[src/rtl/cpu_multicycle.sv]
// Multicycle 16-bit Simple-ISA core: FETCH/FWAIT/DECODE/EXEC/MEM/MWAIT sequencer
// driving an Avalon-style bus that may stall (waitrequest) and return reads late.
module cpu_multicycle #(
  parameter logic [15:0] RESET_PC        = 16'h0000,
  parameter int          NREGS           = 8,
  parameter int          MAX_OUTSTANDING = 1
) (
  input  logic        clk,
  input  logic        reset,
  output logic [15:0] o_mem_addr,
  output logic        o_mem_rd,
  output logic        o_mem_wr,
  output logic [15:0] o_mem_wrdata,
  input  logic        i_mem_waitrequest,
  input  logic [15:0] i_mem_rddata,
  input  logic        i_mem_rdvalid,
  output logic [15:0] o_pc
);

  typedef enum logic [2:0] {FETCH, FWAIT, DECODE, EXEC, MEM, MWAIT} state_t;

  localparam logic [4:0] OP_MV    = 5'b00000;
  localparam logic [4:0] OP_ADD   = 5'b00001;
  localparam logic [4:0] OP_SUB   = 5'b00010;
  localparam logic [4:0] OP_CMP   = 5'b00011;
  localparam logic [4:0] OP_LD    = 5'b00100;
  localparam logic [4:0] OP_ST    = 5'b00101;
  localparam logic [4:0] OP_MVI   = 5'b10000;
  localparam logic [4:0] OP_ADDI  = 5'b10001;
  localparam logic [4:0] OP_SUBI  = 5'b10010;
  localparam logic [4:0] OP_CMPI  = 5'b10011;
  localparam logic [4:0] OP_MVHI  = 5'b10110;
  localparam logic [4:0] OP_JR    = 5'b01000;
  localparam logic [4:0] OP_JZR   = 5'b01001;
  localparam logic [4:0] OP_JNR   = 5'b01010;
  localparam logic [4:0] OP_CALLR = 5'b01100;
  localparam logic [4:0] OP_J     = 5'b11000;
  localparam logic [4:0] OP_JZ    = 5'b11001;
  localparam logic [4:0] OP_JN    = 5'b11010;
  localparam logic [4:0] OP_CALL  = 5'b11100;

  localparam logic [2:0] LINK_REG = 3'(NREGS - 1);

  state_t      state, state_nx;
  logic [15:0] pc;
  logic [15:0] ir;
  logic [15:0] opa, opb;
  logic [15:0] rf [NREGS];
  logic        flag_n, flag_z;

  logic [4:0]  op;
  logic [2:0]  rx, ry;
  logic [15:0] imm8, imm_off, pc_plus2, br_target;
  logic        is_ld, is_st;

  assign op        = ir[4:0];
  assign rx        = ir[7:5];
  assign ry        = ir[10:8];
  assign imm8      = {{8{ir[15]}}, ir[15:8]};
  assign imm_off   = {{4{ir[15]}}, ir[15:5], 1'b0};
  assign pc_plus2  = pc + 16'd2;
  assign br_target = pc_plus2 + imm_off;
  assign is_ld     = (op == OP_LD);
  assign is_st     = (op == OP_ST);

  logic [15:0] alu_res;
  logic [15:0] target;
  logic        wr_en, set_flags, link_en, take;

  // Execute-stage datapath; operands come from opa/opb so self-referencing
  // instructions always see the pre-write register value.
  always_comb begin
    alu_res   = '0;
    target    = opa;
    wr_en     = 1'b0;
    set_flags = 1'b0;
    link_en   = 1'b0;
    take      = 1'b0;
    case (op)
      OP_MV:    begin alu_res = opb;        wr_en = 1'b1; end
      OP_ADD:   begin alu_res = opa + opb;  wr_en = 1'b1; set_flags = 1'b1; end
      OP_SUB:   begin alu_res = opa - opb;  wr_en = 1'b1; set_flags = 1'b1; end
      OP_CMP:   begin alu_res = opa - opb;  set_flags = 1'b1; end
      OP_MVI:   begin alu_res = imm8;       wr_en = 1'b1; end
      OP_ADDI:  begin alu_res = opa + imm8; wr_en = 1'b1; set_flags = 1'b1; end
      OP_SUBI:  begin alu_res = opa - imm8; wr_en = 1'b1; set_flags = 1'b1; end
      OP_CMPI:  begin alu_res = opa - imm8; set_flags = 1'b1; end
      OP_MVHI:  begin alu_res = {ir[15:8], opa[7:0]}; wr_en = 1'b1; end
      OP_JR:    take = 1'b1;
      OP_JZR:   take = flag_z;
      OP_JNR:   take = flag_n;
      OP_CALLR: begin take = 1'b1; link_en = 1'b1; end
      OP_J:     begin take = 1'b1;   target = br_target; end
      OP_JZ:    begin take = flag_z; target = br_target; end
      OP_JN:    begin take = flag_n; target = br_target; end
      OP_CALL:  begin take = 1'b1; link_en = 1'b1; target = br_target; end
      default:  ;
    endcase
  end

  always_ff @(posedge clk or negedge reset) begin
    if (!reset) state <= FETCH;
    else        state <= state_nx;
  end

  logic        bus_rd, bus_wr;
  logic [15:0] bus_addr, bus_wrdata;

  // Sequencer and bus request generation; requests are held untouched while stalled.
  always_comb begin
    state_nx   = state;
    bus_rd     = 1'b0;
    bus_wr     = 1'b0;
    bus_addr   = pc;
    bus_wrdata = '0;
    case (state)
      FETCH: begin
        bus_rd = 1'b1;
        if (!i_mem_waitrequest) state_nx = i_mem_rdvalid ? DECODE : FWAIT;
      end
      FWAIT:  if (i_mem_rdvalid) state_nx = DECODE;
      DECODE: state_nx = EXEC;
      EXEC:   state_nx = (is_ld || is_st) ? MEM : FETCH;
      MEM: begin
        bus_addr = opb;
        if (is_st) begin
          bus_wr     = 1'b1;
          bus_wrdata = opa;
        end else begin
          bus_rd = 1'b1;
        end
        if (!i_mem_waitrequest) state_nx = is_st ? FETCH : MWAIT;
      end
      MWAIT:  if (i_mem_rdvalid) state_nx = FETCH;
      default: state_nx = FETCH;
    endcase
  end

  // Strobes are gated by reset so they drop the instant reset asserts.
  assign o_mem_rd     = bus_rd & reset;
  assign o_mem_wr     = bus_wr & reset;
  assign o_mem_addr   = bus_addr;
  assign o_mem_wrdata = bus_wrdata;
  assign o_pc         = pc;

  always_ff @(posedge clk or negedge reset) begin
    if (!reset) begin
      pc     <= RESET_PC;
      ir     <= '0;
      opa    <= '0;
      opb    <= '0;
      flag_n <= 1'b0;
      flag_z <= 1'b0;
      for (int i = 0; i < NREGS; i++) rf[i] <= '0;
    end else begin
      case (state)
        FETCH:  if (!i_mem_waitrequest && i_mem_rdvalid) ir <= i_mem_rddata;
        FWAIT:  if (i_mem_rdvalid) ir <= i_mem_rddata;
        DECODE: begin
          opa <= rf[rx];
          opb <= rf[ry];
        end
        EXEC: begin
          if (wr_en) rf[rx] <= alu_res;
          if (link_en) rf[LINK_REG] <= pc_plus2;
          if (set_flags) begin
            flag_n <= alu_res[15];
            flag_z <= (alu_res == 16'd0);
          end
          pc <= take ? target : pc_plus2;
        end
        MWAIT:  if (i_mem_rdvalid) rf[rx] <= i_mem_rddata;
        default: ;
      endcase
    end
  end

  assert property (@(posedge clk) (NREGS == 8) && (MAX_OUTSTANDING == 1));
  assert property (@(posedge clk) disable iff (!reset) !(o_mem_rd && o_mem_wr));
  assert property (@(posedge clk) disable iff (!reset)
                   ((o_mem_rd || o_mem_wr) && i_mem_waitrequest)
                   |=> ($stable(o_mem_addr) && $stable(o_mem_wrdata)));

endmodule

[config.mk]
export PLATFORM = sky130hd
export DESIGN_NAME = cpu_multicycle
export DESIGN_NICKNAME = d
export VERILOG_FILES = /design/src/rtl/cpu_multicycle.sv
export SDC_FILE = /design/constraint.sdc
export NUM_CORES = 1
export LEC_CHECK = 0
export BUFFER_PORTS_ARGS = -buffer_cell sky130_fd_sc_hd__buf_2
export CORE_MARGIN = 1
export CORE_UTILIZATION = 45
export CTS_CLUSTER_DIAMETER = 100
export DETAILED_ROUTE_END_ITERATION = 12
export PLACE_DENSITY_LB_ADDON = 0.2
export SYNTH_ARGS = -nofsm -noshare
export SYNTH_HDL_FRONTEND = slang
export SYNTH_SLANG_ARGS = --single-unit
[constraint.sdc]
create_clock -name clk -period 10.7 [get_ports clk]
set_input_delay 0.535 -clock clk [delete_from_list [all_inputs] [get_ports clk]]
set_output_delay 0.535 -clock clk [all_outputs]
set_load 0.1 [all_outputs]
==> results of run 1 <==
final timing paths:
path | endpoint | slack [ps]
setup / recovery | rf[94]$_DFFE_PN0P_ | 5420
max in group asynchronous | rf[42]$_DFFE_PN0P_ | 9340
hold / removal | state[1]$_DFFE_PN0P_ | 100
setup reg to reg | rf[94]$_DFFE_PN0P_ | 5420
hold reg to reg | rf[96]$_DFFE_PN0P_ | 510
min in group clk | ir[4]$_DFFE_PN0P_ | 360
layout make-up:
cell class              instances  area, µm²
clock buffers                  21        480
repair buffers                 97        564
flip-flops and latches        197       4930
clock inverters                11        111
well taps                     384        480
fillers                      2660      14300
inverters                      18       67.6
multi-input cells            1040       7810
sequential cells by signal (all words and copies together), names as in the netlist:
name	flops
flag_z	1
o_pc	16
flag_n	1
rf	128
state	3
ir	16
opa	16
opb	16
synthesized netlist by cell type, types with 17 or more instances:
cell	count	share of area (%)
clkbuf_1	79	2.3
a21oi_1	101	3.8
and3_1	24	1.1
a22oi_1	21	1.2
a31oi_1	18	0.86
mux2i_1	37	2.8
mux2_2	134	11
ha_1	34	3.2
nor2_1	121	3.5
inv_1	18	0.51
mux4_2	45	7.7
dfrtp_1	197	37
nand2_1	124	3.5
nor3_1	31	1.2
o21ai_0	102	3.9
xnor2_1	17	1.1
nand3_1	28	1.1
xor2_1	18	1.2
cell usage in the layout, fill, tap and decap left out, types with 18 or more instances in the layout:
cell type / count
dfrtp_1: 194
mux2_2: 134
nand2_1: 124
nor2_1: 119
o21ai_0: 102
a21oi_1: 101
buf_2: 68
mux4_2: 45
mux2i_1: 37
ha_1: 34
nor3_1: 30
nand3_1: 28
buf_4: 28
and3_1: 24
a22oi_1: 21
inv_1: 18
xor2_1: 18
a31oi_1: 18
layer usage:
layer | track usage (%) | vias up | share of wire, %
met2 | 45.1 | 417 | 46
met5 | 0 | - | 0
met3 | 3.08 | 53 | 5.7
met4 | 8.44 | 0 | 1.8
met1 | 42.7 | 5602 | 47
li1 | - | 5077 | -
through the flow:
stage                     setup slack [ps]  hold WS, ps  cell area [µm²]
after floorplan                       6250          239            13200
after global placement                5540          484            13900
after detailed placement              5550          493            13900
after CTS                             5530          178            14400
after global routing                  5010          178            14400
final                                 5420          103            14400
cell families (layout without fill, tap and decap cells):
group	count (synthesis)	count (layout)	synth area share [%]
compound gates	360	360	17.2
mux	217	217	22.1
flops	197	197	37.5
simple gates	392	392	14.0
buf+inv	117	147	3.40
xor+xnor	35	35	2.33
fa+ha+maj	36	36	3.54
==> out/results.txt, run 1 <==
RSZ-0062 raised after global routing = false
RR Startpoint = ir[4]$_DFFE_PN0P_
Vias per inst = 6.31
Asr flop ratio synth = 100%
Area growth from synthesis to layout = 9.80%
Inserted Clock Buffers = 17
Worst setup EP type = flip-flop
Die Width = 173 µm
Hold Path Class = in -> async
Max-slew violation count = 0
CP Max Fanout = 15
Clock Latency Late Sink = 460 ps
Worst Path Buf+Inv = 1
Fin cells = 1768
Rel. slew slack = 13.2%
Antenna cells = 0
Sink Count = 197
Core area = 0.0287 mm²
Critical Path Max Stage Delay = 1000 ps
Post-synthesis cell count = 1354
Yosys warns = 0
CTS tree = done
Sum Neg Setup Slack = 0 ps
Syn avg cell area = 9.72 µm²
Clock transition at path regs = 80 ps
Sequential-to-total area share from yosys stat = 37.5%
HPWL after DPL = 29800 µm
Setup CP Type = reg -> reg
Largest net degree at the start of global routing = 100
Root Buffer = clkbuf_16
Fin. Hold Viols = 0
Crit path cell chain = nand2_1, nor4_1, o21ai_0, o31ai_1, ha_1, inv_1, fa_1, a211oi_1, o21ai_0, a31oi_1, o2111ai_1, a211o_1, nand2_1, nor3_1, nor2_1, mux2_2
Fin crit share = 49.4%
Gpl congestion = 1.01
WL final = 42400 µm
Tightest Pin Transition = 1290 ps
Initial cell density of the core = 45.8%
Initial antenna violation count = 0
Startpoint Class = flip-flop
Number of synthesized flops with an enable pin = 0
Slowest stage cell, crit path = nor4_1
Avg WL per Cell = 24.0 µm
Top delay family on crit path = compound AO/OA/AOI/OAI gates
WP data arrival = 5670 ps
First-pass GRT wire length = 65800 µm
Top FF cell, synth = dfrtp_1
Vias in the first global route = 10600
Cells on worst reg2reg path = 16
Via Count = 11100
Outcome = complete, no violations
Synth cell types = 72
Maximum clock frequency = 0.189 GHz
Die Footprint = 0.0299 mm²
Cell Area, Synth = 0.0132 mm²
Buffers on Ports = 69
Net Count, Synth = 1410
Number of cells on the critical path = 16
Drt drc = 0
Row count = 62
Dpl cells = 1736
Worst-case clock buffer depth = 2
# IOs = 70
Chip height = 173 µm
Yosys reg bits = 197
Routed Antenna Nets = 0
H-tree levels = 4
CP startpoint = ir[4]$_DFFE_PN0P_
Drt initial violations = 1112
1st-pass router iterations = 5
All-Layer GR Usage = 29.0%
Final global-route overflow total = 0
Clk_skew = 19.9 ps
Post-CTS resize count = 0
Ratio of cells with drive above 1 in the final layout = 23.7%
Min cycle time layout = 5280 ps
WP data required = 11090 ps
Final setup fails = 0
Util after Layout = 50.3%
Max_cap viols = 0
Setup Buffers After CTS = 0
# hold bufs at CTS = 0
Nets = 1427
Power of run 1 is not shown: default switching activity piles up to over one toggle a cycle in this logic, so the estimate is an artifact.
==> run 2: changes to the inputs <==
Clock period 10.7 ns to 5.25 ns, I/O delays scaled along.
==> run 2 against run 1 <==
Against the previous run: sequential share of layout area fell by 0.14 points; final area rose by 0.41%; setup slack got worse by 4900 ps; non-clock buffer count rose by 8; global-route usage fell by 0.65 points; utilization rose by 0.20 points; flip-flop and latch count did not move; worst hold slack improved by 11 ps; first-iteration DRC count fell by 3.1%; highest routed layer unchanged.
==> out/results.txt, run 2 (same netlist as run 1, synthesis figures left out) <==
Outcome = complete, no violations
Area growth from synthesis to layout = 10.2%
Die Footprint = 0.0299 mm² (unchanged)
Ratio of cells with drive above 1 in the final layout = 24.0% (+0.31 points)
Final global-route overflow total = 0 (unchanged)
Core area = 0.0287 mm² (unchanged)
Critical Path Max Stage Delay = 730 ps (-270 ps)
End of the worst hold path = ir[14]$_DFFE_PN0P_
Root Buffer = clkbuf_16
Max FFs per register = 128 (unchanged)
Max_cap viols = 0 (unchanged)
CP Max Fanout = 17 (+2)
Fin. Hold Viols = 0 (unchanged)
1st-pass router iterations = 5 (unchanged)
Worst-case clock buffer depth = 2 (unchanged)
Antenna cells = 0 (unchanged)
Hold depth = 2
Top delay family on crit path = compound AO/OA/AOI/OAI gates
All-Layer GR Usage = 28.3% (-0.65 points)
HPWL after DPL = 29900 µm (+0.39%)
Inserted Clock Buffers = 17 (unchanged)
Clk_skew = 13.3 ps (-6.62 ps)
Final setup fails = 0 (unchanged)
Startpoint Class = flip-flop
First-pass GRT wire length = 64900 µm (-1.4%)
Initial antenna violation count = 0 (unchanged)
# IOs = 70 (unchanged)
Gpl congestion = 0.978 (-3.4%)
Buffers on Ports = 69 (unchanged)
CTS tree = done
Fin crit share = 89.3% (+40 points)
Cells on worst reg2reg path = 15 (-1)
Worst setup EP type = flip-flop
Rel. slew slack = 20.2% (+7.0 points)
Chip height = 173 µm (unchanged)
M1 wire length = 18600 µm (-6.2%)
Min cycle time layout = 4690 ps (-595 ps)
Drt initial violations = 1077 (-3.1%)
Layout fillers = 2664 (+0.15%)
Avg WL per Cell = 23.6 µm (-1.7%)
Sum Neg Setup Slack = 0 ps (unchanged)
Row count = 62 (unchanged)
Largest net degree at the start of global routing = 72 (-28%)
WP data arrival = 5060 ps (-610 ps)
Die Width = 173 µm (unchanged)
Slowest stage cell, crit path = nor4bb_1
Cell mode on critical path = o21ai_0
RR Startpoint = ir[2]$_DFFE_PN0P_
Initial cell density of the core = 45.8% (unchanged)
Sink Count = 197 (unchanged)
Vias in the first global route = 10700 (+1.4%)
H-tree levels = 4 (unchanged)
Routed Antenna Nets = 0 (unchanged)
WL final = 41900 µm (-1.3%)
Clock transition at path regs = 70 ps (about the same)
Clock Latency Late Sink = 450 ps (about the same)
Met3 WL post-DR = 3160 µm (+31%)
HP Start = i_mem_rddata[14]
WL met2 = 19200 µm (-1.1%)
Most common cell after layout, fill and taps aside = dfrtp_1
Nets = 1435 (+0.56%)
Biggest register = rf
Via Count = 11200 (+0.50%)
Crit path cell chain = nor4bb_1, o21ai_0, o31ai_1, ha_1, inv_1, fa_1, a211oi_1, o21ai_0, a31oi_1, o2111ai_1, a211o_1, nand2_1, nor3_1, nor2_1, mux2_2
Reg-to-Reg End = rf[110]$_DFFE_PN0P_
Uppermost routed layer = met4
Vias per inst = 6.31 (+0.11%)
WP data required = 5630 ps (-5460 ps)
Hold Path Class = in -> reg
Worst Path Buf+Inv = 1 (unchanged)
Tightest Pin Transition = 1190 ps (-95.9 ps)
Setup Buffers After CTS = 0 (unchanged)
Maximum clock frequency = 0.213 GHz (+13%)
Max-slew violation count = 0 (unchanged)
Drt drc = 0 (unchanged)
RSZ-0062 raised after global routing = false
Worst reg-to-reg setup slack = 560 ps (-4850 ps)
Commonest non-fill, non-tap cells in the layout = dfrtp_1, mux2_2, nand2_1
Setup CP Type = reg -> reg
## run 2: area by class of cell
class	count	area, µm²	share of cell area (%)
Inverter	18	67.6	0.466
Clock buffer	20	457	3.15
Tap cell	384	480	3.31
Multi-Input combinational cell	1040	7810	53.9
Sequential cell	197	4930	34.0
Timing Repair Buffer	105	627	4.32
Clock inverter	11	125	0.863
## run 2: what timing repair did
item / CTS / global route
hold buffers: 1 / 0
endpoints found under the hold margin: 63 / 0
resized for setup: 0 / 1
setup endpoints to repair: 0 / 15
## run 2: worst max-delay path by stage
stage,from,to,cells past startpoint
after floorplan,ir[8]$_DFFE_PN0P_,rf[63]$_DFFE_PN0P_,15
after global placement,ir[2]$_DFFE_PN0P_,rf[94]$_DFFE_PN0P_,15
after detailed placement,ir[2]$_DFFE_PN0P_,rf[62]$_DFFE_PN0P_,15
after global routing,ir[2]$_DFFE_PN0P_,rf[126]$_DFFE_PN0P_,15
final,ir[2]$_DFFE_PN0P_,rf[110]$_DFFE_PN0P_,15
after CTS,ir[2]$_DFFE_PN0P_,rf[110]$_DFFE_PN0P_,15
## run 2: routing by layer
| metal | vias to the layer above | track usage [%] |
|---|---|---|
| met5 | - | 0 |
| met2 | 463 | 44.1 |
| li1 | 5100 | - |
| met1 | 5574 | 40.4 |
| met3 | 68 | 4.29 |
| met4 | 0 | 9.59 |
## run 2: worst register-to-register path, delay by kind of cell (launching register included)
kind	cells	cell delay, ps
AO/OA/AOI/OAI	7	1830
adder cells (fa/ha/maj)	2	650
flip-flops	1	550
multiplexers	1	240
AND/OR/NAND/NOR	4	1300
buffers and inverters	1	50
## run 2: stage by stage
step | setup WS, ps | hold WS [ps] | area (µm²) | instances | utilization (%)
CTS | 421 | 101 | 14500 | 1775 | 50.5
floorplan | 801 | -33.1 | 13200 | 1354 | -
global placement | 563 | 305 | 13900 | 1743 | 48.4
detailed placement | 430 | 310 | 13900 | 1743 | 48.4
finish | 563 | 114 | 14500 | 1775 | 50.5
global route | 106 | 106 | 14500 | 1775 | 50.5
Power of run 2 is left out for the same reason.
==> run 3: changes to the inputs <==
Settings changed: CTS_CLUSTER_SIZE set to 20, RECOVER_POWER set to 100.
==> run 3 against run 2 <==
Against the previous run: register-to-register slack worse by 120 ps; wire length hardly changed; the run now ends with capacitance limit, slew limit left; first-iteration DRC count is 2.4% higher; die area stayed put; sequential share of layout area is 0.28 points higher; setup slack worse by 120 ps; final area is 0.81% lower; utilization is 0.41 points lower; critical endpoint is now rf[95]$_DFFE_PN0P_; non-clock buffer count stayed put.
==> out/results.txt, run 3 (same netlist as run 1, synthesis figures left out) <==
Outcome = complete, but fails checks
Failing checks = capacitance limit, slew limit
First-pass GRT wire length = 64900 µm (unchanged)
Avg WL per Cell = 23.6 µm (about the same)
Final global-route overflow total = 0 (unchanged)
CTS tree = done
Startpoint Class = flip-flop
Vias in the first global route = 10700 (unchanged)
Fin. Hold Viols = 0 (unchanged)
Placed cell areas = 0.0139 mm² (unchanged)
HPWL after DPL = 29900 µm (unchanged)
Area growth from synthesis to layout = 9.35%
Clock transition at path regs = 70 ps (about the same)
Clock Latency Late Sink = 440 ps (about the same)
Clk_skew = 11.1 ps (-2.18 ps)
Top Usage Layer GRT = met2
Initial antenna violation count = 0 (unchanged)
Fin crit share = 91.5% (+2.2 points)
Tightest Pin Transition = 3490 ps (+2300 ps)
Ratio of cells with drive above 1 in the final layout = 19.5% (-4.5 points)
# IOs = 70 (unchanged)
Max_cap viols = 3 (+3)
Gpl congestion = 0.978 (unchanged)
RSZ-0062 raised after global routing = false
Row count = 62 (unchanged)
Core area = 0.0287 mm² (unchanged)
Sum Neg Setup Slack = 0 ps (unchanged)
Most common cell after layout, fill and taps aside = dfrtp_1
Drt drc = 0 (unchanged)
WP data arrival = 5140 ps (+80 ps)
Biggest register = rf
Min cycle time layout = 4800 ps (+116 ps)
Inserted Clock Buffers = 17 (unchanged)
Initial cell density of the core = 45.8% (unchanged)
Max-slew violation count = 201 (+201)
Fin cells = 1775 (unchanged)
H-tree levels = 4 (unchanged)
Setup CP Type = reg -> reg
Vias per inst = 6.30 (-0.26%)
CP Max Fanout = 17 (unchanged)
1st-pass router iterations = 6 (+1)
Final instance area = 0.0144 mm² (-0.81%)
WL final = 41800 µm (about the same)
Buffers on Ports = 69 (unchanged)
WP data required = 5580 ps (-50 ps)
Rel. slew slack = -133% (-150 points)
Final setup fails = 0 (unchanged)
Worst-case clock buffer depth = 2 (unchanged)
All-Layer GR Usage = 28.3% (unchanged)
Dpl cells = 1743 (unchanged)
Die Width = 173 µm (unchanged)
Commonest non-fill, non-tap cells in the layout = dfrtp_1, mux2_2, nand2_1
Largest net degree at the start of global routing = 72 (unchanged)
Hold Path Class = in -> reg
Global routing usage on met3 = 4.29% (unchanged)
Die Footprint = 0.0299 mm² (unchanged)
Worst setup EP type = flip-flop
Via Count = 11200 (-0.26%)
Routed Antenna Nets = 0 (unchanged)
Met2 usage = 44.1% (unchanged)
Drt initial violations = 1103 (+2.4%)
Sink Count = 197 (unchanged)
Max FFs per register = 128 (unchanged)
Nets = 1435 (unchanged)
Maximum clock frequency = 0.208 GHz (-2.4%)
Antenna cells = 0 (unchanged)
GR Util met1 = 40.4% (unchanged)
Root Buffer = clkbuf_16
Chip height = 173 µm (unchanged)
==> run 3: metal layers <==
layer | up-vias | share of wire (%)
li1 | 5081 | -
met1 | 5561 | 45
met2 | 459 | 46
met3 | 75 | 7.1
met4 | 0 | 2.5
met5 | - | 0
==> run 3: worst paths after layout <==
check | slack (ps) | end | from | cells after the start
min in group asynchronous | 380 | o_pc[0]$_DFFE_PN0P_ | reset | 2
hold / removal | 110 | ir[14]$_DFFE_PN0P_ | i_mem_rddata[14] | 2
hold reg to reg | 510 | rf[65]$_DFFE_PN0P_ | rf[65]$_DFFE_PN0P_ | 2
setup / recovery | 450 | rf[95]$_DFFE_PN0P_ | ir[2]$_DFFE_PN0P_ | 13
max in group asynchronous | 1160 | rf[41]$_DFFE_PN0P_ | reset | 3
setup reg to reg | 450 | rf[95]$_DFFE_PN0P_ | ir[2]$_DFFE_PN0P_ | 13
==> run 3: stage by stage <==
step | setup slack (ps) | utilization, % | hold WS, ps
floorplan | 801 | - | -33.1
global placement | 563 | 48.4 | 305
detailed placement | 430 | 48.4 | 310
CTS | 421 | 50.5 | 101
global route | 74.6 | 50.1 | 106
finish | 447 | 50.1 | 113
==> run 3: cell type report <==
type / instances / area [µm²]
well taps: 384 / 480
flip-flops and latches: 197 / 4930
clock inverters: 11 / 125
fillers: 2694 / 14300
repair buffers: 105 / 533
multi-input cells: 1040 / 7790
inverters: 18 / 67.6
clock buffers: 20 / 457
==> run 3: repair_timing <==
action,in CTS,in global routing
setup endpoints to repair,0,15
endpoints found under the hold margin,63,0
buffers inserted,0,0
hold buffers,1,0
resized for setup,0,1
==> run 3: worst max-delay path, cell delays in order (launching register included) <==
cell,delay [ps]
dfrtp_1,560
nor2_1,280
nand2b_1,370
a221oi_1,550
ha_1,310
nor2b_1,140
o2111a_1,240
or3b_1,450
a21bo_2,240
a41oi_1,250
xnor2_1,110
a221oi_1,650
a21oi_2,230
mux2_2,310
Power of run 3 is left out for the same reason.
